===== src/rtl/if_of_pipe_reg.sv =====
// IF/OF pipeline register: two-entry skid buffer between fetch and operand fetch,
// with branch flush and a saturating count of consumer-ready bubble cycles.
module if_of_pipe_reg #(
    parameter int                     PC_WIDTH    = 32,
    parameter int                     INSTR_WIDTH = 32,
    parameter logic [INSTR_WIDTH-1:0] NOP_INSTR   = 32'h68000000,
    parameter int                     CNT_WIDTH   = 16
) (
    input  logic                   Clk,
    input  logic                   Reset,
    input  logic                   In_Valid,
    output logic                   In_Ready,
    input  logic [PC_WIDTH-1:0]    In_PC,
    input  logic [INSTR_WIDTH-1:0] In_Instruction,
    input  logic                   Flush,
    output logic                   Out_Valid,
    input  logic                   Out_Ready,
    output logic [PC_WIDTH-1:0]    Out_PC,
    output logic [INSTR_WIDTH-1:0] Out_Instruction,
    output logic [CNT_WIDTH-1:0]   Bubble_Count
);

    typedef enum logic [1:0] {EMPTY, ONE, TWO} state_t;

    state_t                 state, state_n;
    logic                   in_ready_q;
    logic [PC_WIDTH-1:0]    main_pc, skid_pc;
    logic [INSTR_WIDTH-1:0] main_instr, skid_instr;
    logic [CNT_WIDTH-1:0]   bubble_q;
    logic                   accept, drain;
    logic                   ld_main_in, ld_main_skid, ld_skid;

    assign Out_Valid       = (state != EMPTY);
    assign In_Ready        = in_ready_q;
    assign accept          = In_Valid & in_ready_q;
    assign drain           = Out_Valid & Out_Ready;
    assign Out_PC          = Out_Valid ? main_pc : '0;
    assign Out_Instruction = Out_Valid ? main_instr : NOP_INSTR;
    assign Bubble_Count    = bubble_q;

    always_comb begin
        state_n      = state;
        ld_main_in   = 1'b0;
        ld_main_skid = 1'b0;
        ld_skid      = 1'b0;
        if (Flush) begin
            state_n = EMPTY;
        end else begin
            unique case (state)
                EMPTY: if (accept) begin
                    state_n    = ONE;
                    ld_main_in = 1'b1;
                end
                ONE: begin
                    if (accept && drain) begin
                        ld_main_in = 1'b1;
                    end else if (accept) begin
                        state_n = TWO;
                        ld_skid = 1'b1;
                    end else if (drain) begin
                        state_n = EMPTY;
                    end
                end
                TWO: if (drain) begin
                    state_n      = ONE;
                    ld_main_skid = 1'b1;
                end
                default: state_n = EMPTY;
            endcase
        end
    end

    always_ff @(posedge Clk or posedge Reset) begin
        if (Reset) begin
            state      <= EMPTY;
            in_ready_q <= 1'b1;
            main_pc    <= '0;
            main_instr <= NOP_INSTR;
            skid_pc    <= '0;
            skid_instr <= '0;
        end else begin
            state      <= state_n;
            // Ready is precomputed from the next state so it stays a pure flop output
            in_ready_q <= (state_n != TWO);
            if (ld_main_in) begin
                main_pc    <= In_PC;
                main_instr <= In_Instruction;
            end else if (ld_main_skid) begin
                main_pc    <= skid_pc;
                main_instr <= skid_instr;
            end
            if (ld_skid) begin
                skid_pc    <= In_PC;
                skid_instr <= In_Instruction;
            end
        end
    end

    always_ff @(posedge Clk or posedge Reset) begin
        if (Reset) begin
            bubble_q <= '0;
        end else if (Out_Ready && !Out_Valid && (bubble_q != '1)) begin
            bubble_q <= bubble_q + 1'b1;
        end
    end

endmodule


===== config.mk =====
export PLATFORM = sky130hd
export DESIGN_NAME = if_of_pipe_reg
export DESIGN_NICKNAME = d
export VERILOG_FILES = /design/src/rtl/if_of_pipe_reg.sv
export SDC_FILE = /design/constraint.sdc
export NUM_CORES = 1
export LEC_CHECK = 0
export CELL_PAD_IN_SITES_DETAIL_PLACEMENT = 1
export CELL_PAD_IN_SITES_GLOBAL_PLACEMENT = 1
export CORE_MARGIN = 4
export CORE_UTILIZATION = 44
export CTS_BUF_LIST = sky130_fd_sc_hd__clkbuf_4 sky130_fd_sc_hd__clkbuf_8
export DETAILED_ROUTE_END_ITERATION = 10
export PLACE_DENSITY_LB_ADDON = 0.1
export SYNTH_ARGS = -nofsm -noshare
export SYNTH_HDL_FRONTEND = slang
export SYNTH_SLANG_ARGS = --single-unit

===== constraint.sdc =====
create_clock -name Clk -period 10.3 [get_ports Clk]
set_input_delay 3.09 -clock Clk [delete_from_list [all_inputs] [get_ports Clk]]
set_output_delay 3.09 -clock Clk [all_outputs]
set_load 0.03 [all_outputs]

==> results.json <==
{
  "status": "complete, no violations",
  "drtIter0Drc": 216,
  "synth_compound_area_frac": 0.1755,
  "synth_common_cells": "143 x dfrtp_1, 64 x a21o_1, 64 x a22o_1, 64 x mux2_2, 62 x and2_1",
  "drt_first_pass_iters": 4,
  "cpMaxStageDelayCell": "clkdlybuf4s50_1",
  "finalSetupViolCount": 0,
  "post-synth-top-count-cell": "dfrtp_1",
  "path_delay_family": "buffers and inverters",
  "max_freq_ghz": 0.1723,
  "synth_cell_types": 42,
  "synth_ff_type": "dfrtp_1",
  "grt_start_max_net_pins": 83,
  "timing.final.crit_period_ns": 5.802,
  "num_vias": 4616,
  "synth_fp_nets": 584,
  "place_congestion": 0.7403,
  "hp-class": "reg2reg",
  "grt_pass1_wl_um": 26860,
  "drive_above_1_share": 0.1754,
  "post-cts-setup-buffers": 0,
  "path_max_fanout": 53,
  "crit_buf_inv": 3,
  "hold_buffers": 0,
  "dieWidth_um": 129.6,
  "viasPerCell": 5.424,
  "peakVddDrop_v": 0.0001236,
  "drv_cap": 0,
  "cp.arrival_ns": 2.71,
  "synth_top_family_by_area": "compound AO/OA/AOI/OAI gates",
  "clock_sinks": 147,
  "post-dp-hpwl_um": 10860,
  "finClkSkew_ns": 0.01750,
  "crit_required_ns": 7.21,
  "critPathMaxStageDelay_ns": 0.62,
  "critical_path_class": "reg2out",
  "ys_warn_count": 0,
  "synth_xor_area_frac": 0.02020,
  "wire_per_inst_um": 19.56,
  "cts_tree": "done",
  "synthMuxAreaShare": 0.1125,
  "routed_wl_um": 16650,
  "synth_top_area_frac": 0.5502,
  "fillers": 1486,
  "cts_buffers": 17,
  "grt_pass1_vias": 5145,
  "fin_cells": 851,
  "ios": 151,
  "overflow": 0,
  "drv_slew": 0,
  "grt_use_total": 0.2054,
  "cts_root_buf": "clkbuf_8",
  "ys_seq_area_frac": 0.5664,
  "synth-edff-count": 0,
  "place_inst": 819,
  "fin_setup_tns_ns": 0,
  "rows": 44,
  "die_h_um": 129.6,
  "diodes": 0,
  "whs_ns": 0.4729,
  "antenna_found_initial": 0,
  "tightest_slew_ns": 0.9052,
  "hold_violations": 0,
  "synth_top_cell_by_area": "dfrtp_1",
  "path_clk_slew_ns": 0.08,
  "slew_headroom": 0.3960,
  "clockBufferDepth": 2,
  "cts_resized": 0,
  "ys_seq_elements": 147,
  "start_util": 0.4475,
  "final_antenna_net_count": 0,
  "htree_levels": 4,
  "die_area_um2": 16790,
  "io_buffers": 150,
  "nets": 724,
  "ys_async_sr_fraction": 1.000,
  "drc": 0,
  "crit_path_end_kind": "output port",
  "fin_crit_sh": 0.5633,
  "leakagePower_nw": 4.048,
  "synthesis.area_um2": 6504,
  "syn_inst": 514,
  "core_um2": 14530,
  "powerDensity_nw_per_um2": 196.4,
  "synth-simple-area-share": 0.09869,
  "synth_fa_ha_area_frac": 0.001924,
  "start_kind": "register",
  "rsz0062_at_grt": "false",
  "syn_avg_cell_area_um2": 12.65,
  "synthTopCellsByArea": "dfrtp_1 55%, mux2_2 11%, a22o_1 8.6%, a21o_1 7.4%, and2_1 6.0%",
  "clk_latency_ns": 0.45,
  "path_cells": "nor2_1, clkinv_1, buf_4, and2_1, clkdlybuf4s50_1",
  "area_growth_syn_to_layout_pct": 32.55
}
-- kinds of logic after synthesis --
group	after synthesis
compound gates	140
flops	147
xor+xnor	15
simple gates	108
buf+inv	38
mux	65
fa+ha+maj	1
-- worst paths after layout --
| check | from | to | slack [ns] | cells past startpoint |
|---|---|---|---|---|
| worst min-delay path | main_pc[27] | main_pc[27] | 0.47 | 1 |
| worst max register to register | In_Ready | main_instr[20] | 7.94 | 6 |
| max in group asynchronous | Reset | skid_instr[6] | 5.78 | 3 |
| worst max-delay path | state[1] | Out_PC[30] | 4.50 | 5 |
| worst min register to register | main_pc[27] | main_pc[27] | 0.47 | 1 |
| min in group asynchronous | Reset | Bubble_Count[9] | 3.17 | 2 |
-- area by class of cell --
class                      count  area [um2]  area share
clock buffer                  19       249.0     0.02888
clock inverter                13       207.7     0.02409
inverter                       3       16.27    0.001887
multi-input combinational    329        2688      0.3118
sequential                   147        3684      0.4273
tap                          184       230.2     0.02671
timing repair buffer         156        1546      0.1794
-- routing by layer --
metal	part of all wire	GRT usage	vias up
met5	0	0	-
met4	0.0083	0.04890	0
met3	0.057	0.06183	11
met2	0.50	0.3509	120
met1	0.43	0.2576	2358
li1	-	-	2127
-- state kept, by name (all words and copies together), names as in the netlist --
signal	cells
skid_pc	32
Bubble_Count	16
main_pc	32
In_Ready	1
skid_instr	32
main_instr	32
state	2
-- placed cells by master, fill, tap and decap left out, types with 2 or more instances in the layout --
cell type	synthesis	routed
clkdlybuf4s50_1	0	150
dfrtp_1	143	143
mux2_2	64	64
a22o_1	64	64
a21o_1	64	64
and2_1	62	62
clkbuf_8	0	17
xnor2_1	9	9
nor2_1	9	7
nand2_1	8	7
xor2_1	6	6
nand3_1	6	6
buf_4	1	6
bufinv_16	0	5
dfstp_2	4	4
nand2b_1	3	3
and3_1	3	3
o21ai_1	3	3
clkinv_2	0	3
clkinv_4	0	3
nor2b_1	2	2
nor4_2	1	2
nor2_4	0	2
inv_6	0	2
nand4_1	2	2
nor3_1	2	2
nor4_1	3	2
clkbuf_4	0	2
-- metrics by stage --
stage / util / instance area [um2] / power [mW] / setup WS, ns
floorplan: - / 6504 / 1.030 / 3.265
global placement: 0.5617 / 8164 / 1.166 / 4.861
detailed placement: 0.5617 / 8164 / 1.192 / 4.763
CTS: 0.5931 / 8621 / 1.713 / 4.446
global route: 0.5931 / 8621 / 1.783 / 4.299
finish: 0.5931 / 8621 / 1.693 / 4.498
-- report_power, final --
part           leakage [nW]  switching (mW)  internal [mW]
clock network         0.231           0.222          0.294
registers              1.82          0.0805          0.713
logic                  1.99           0.183          0.200
total                  4.05           0.485           1.21
Note: power is estimated with default switching activity, not from simulation.
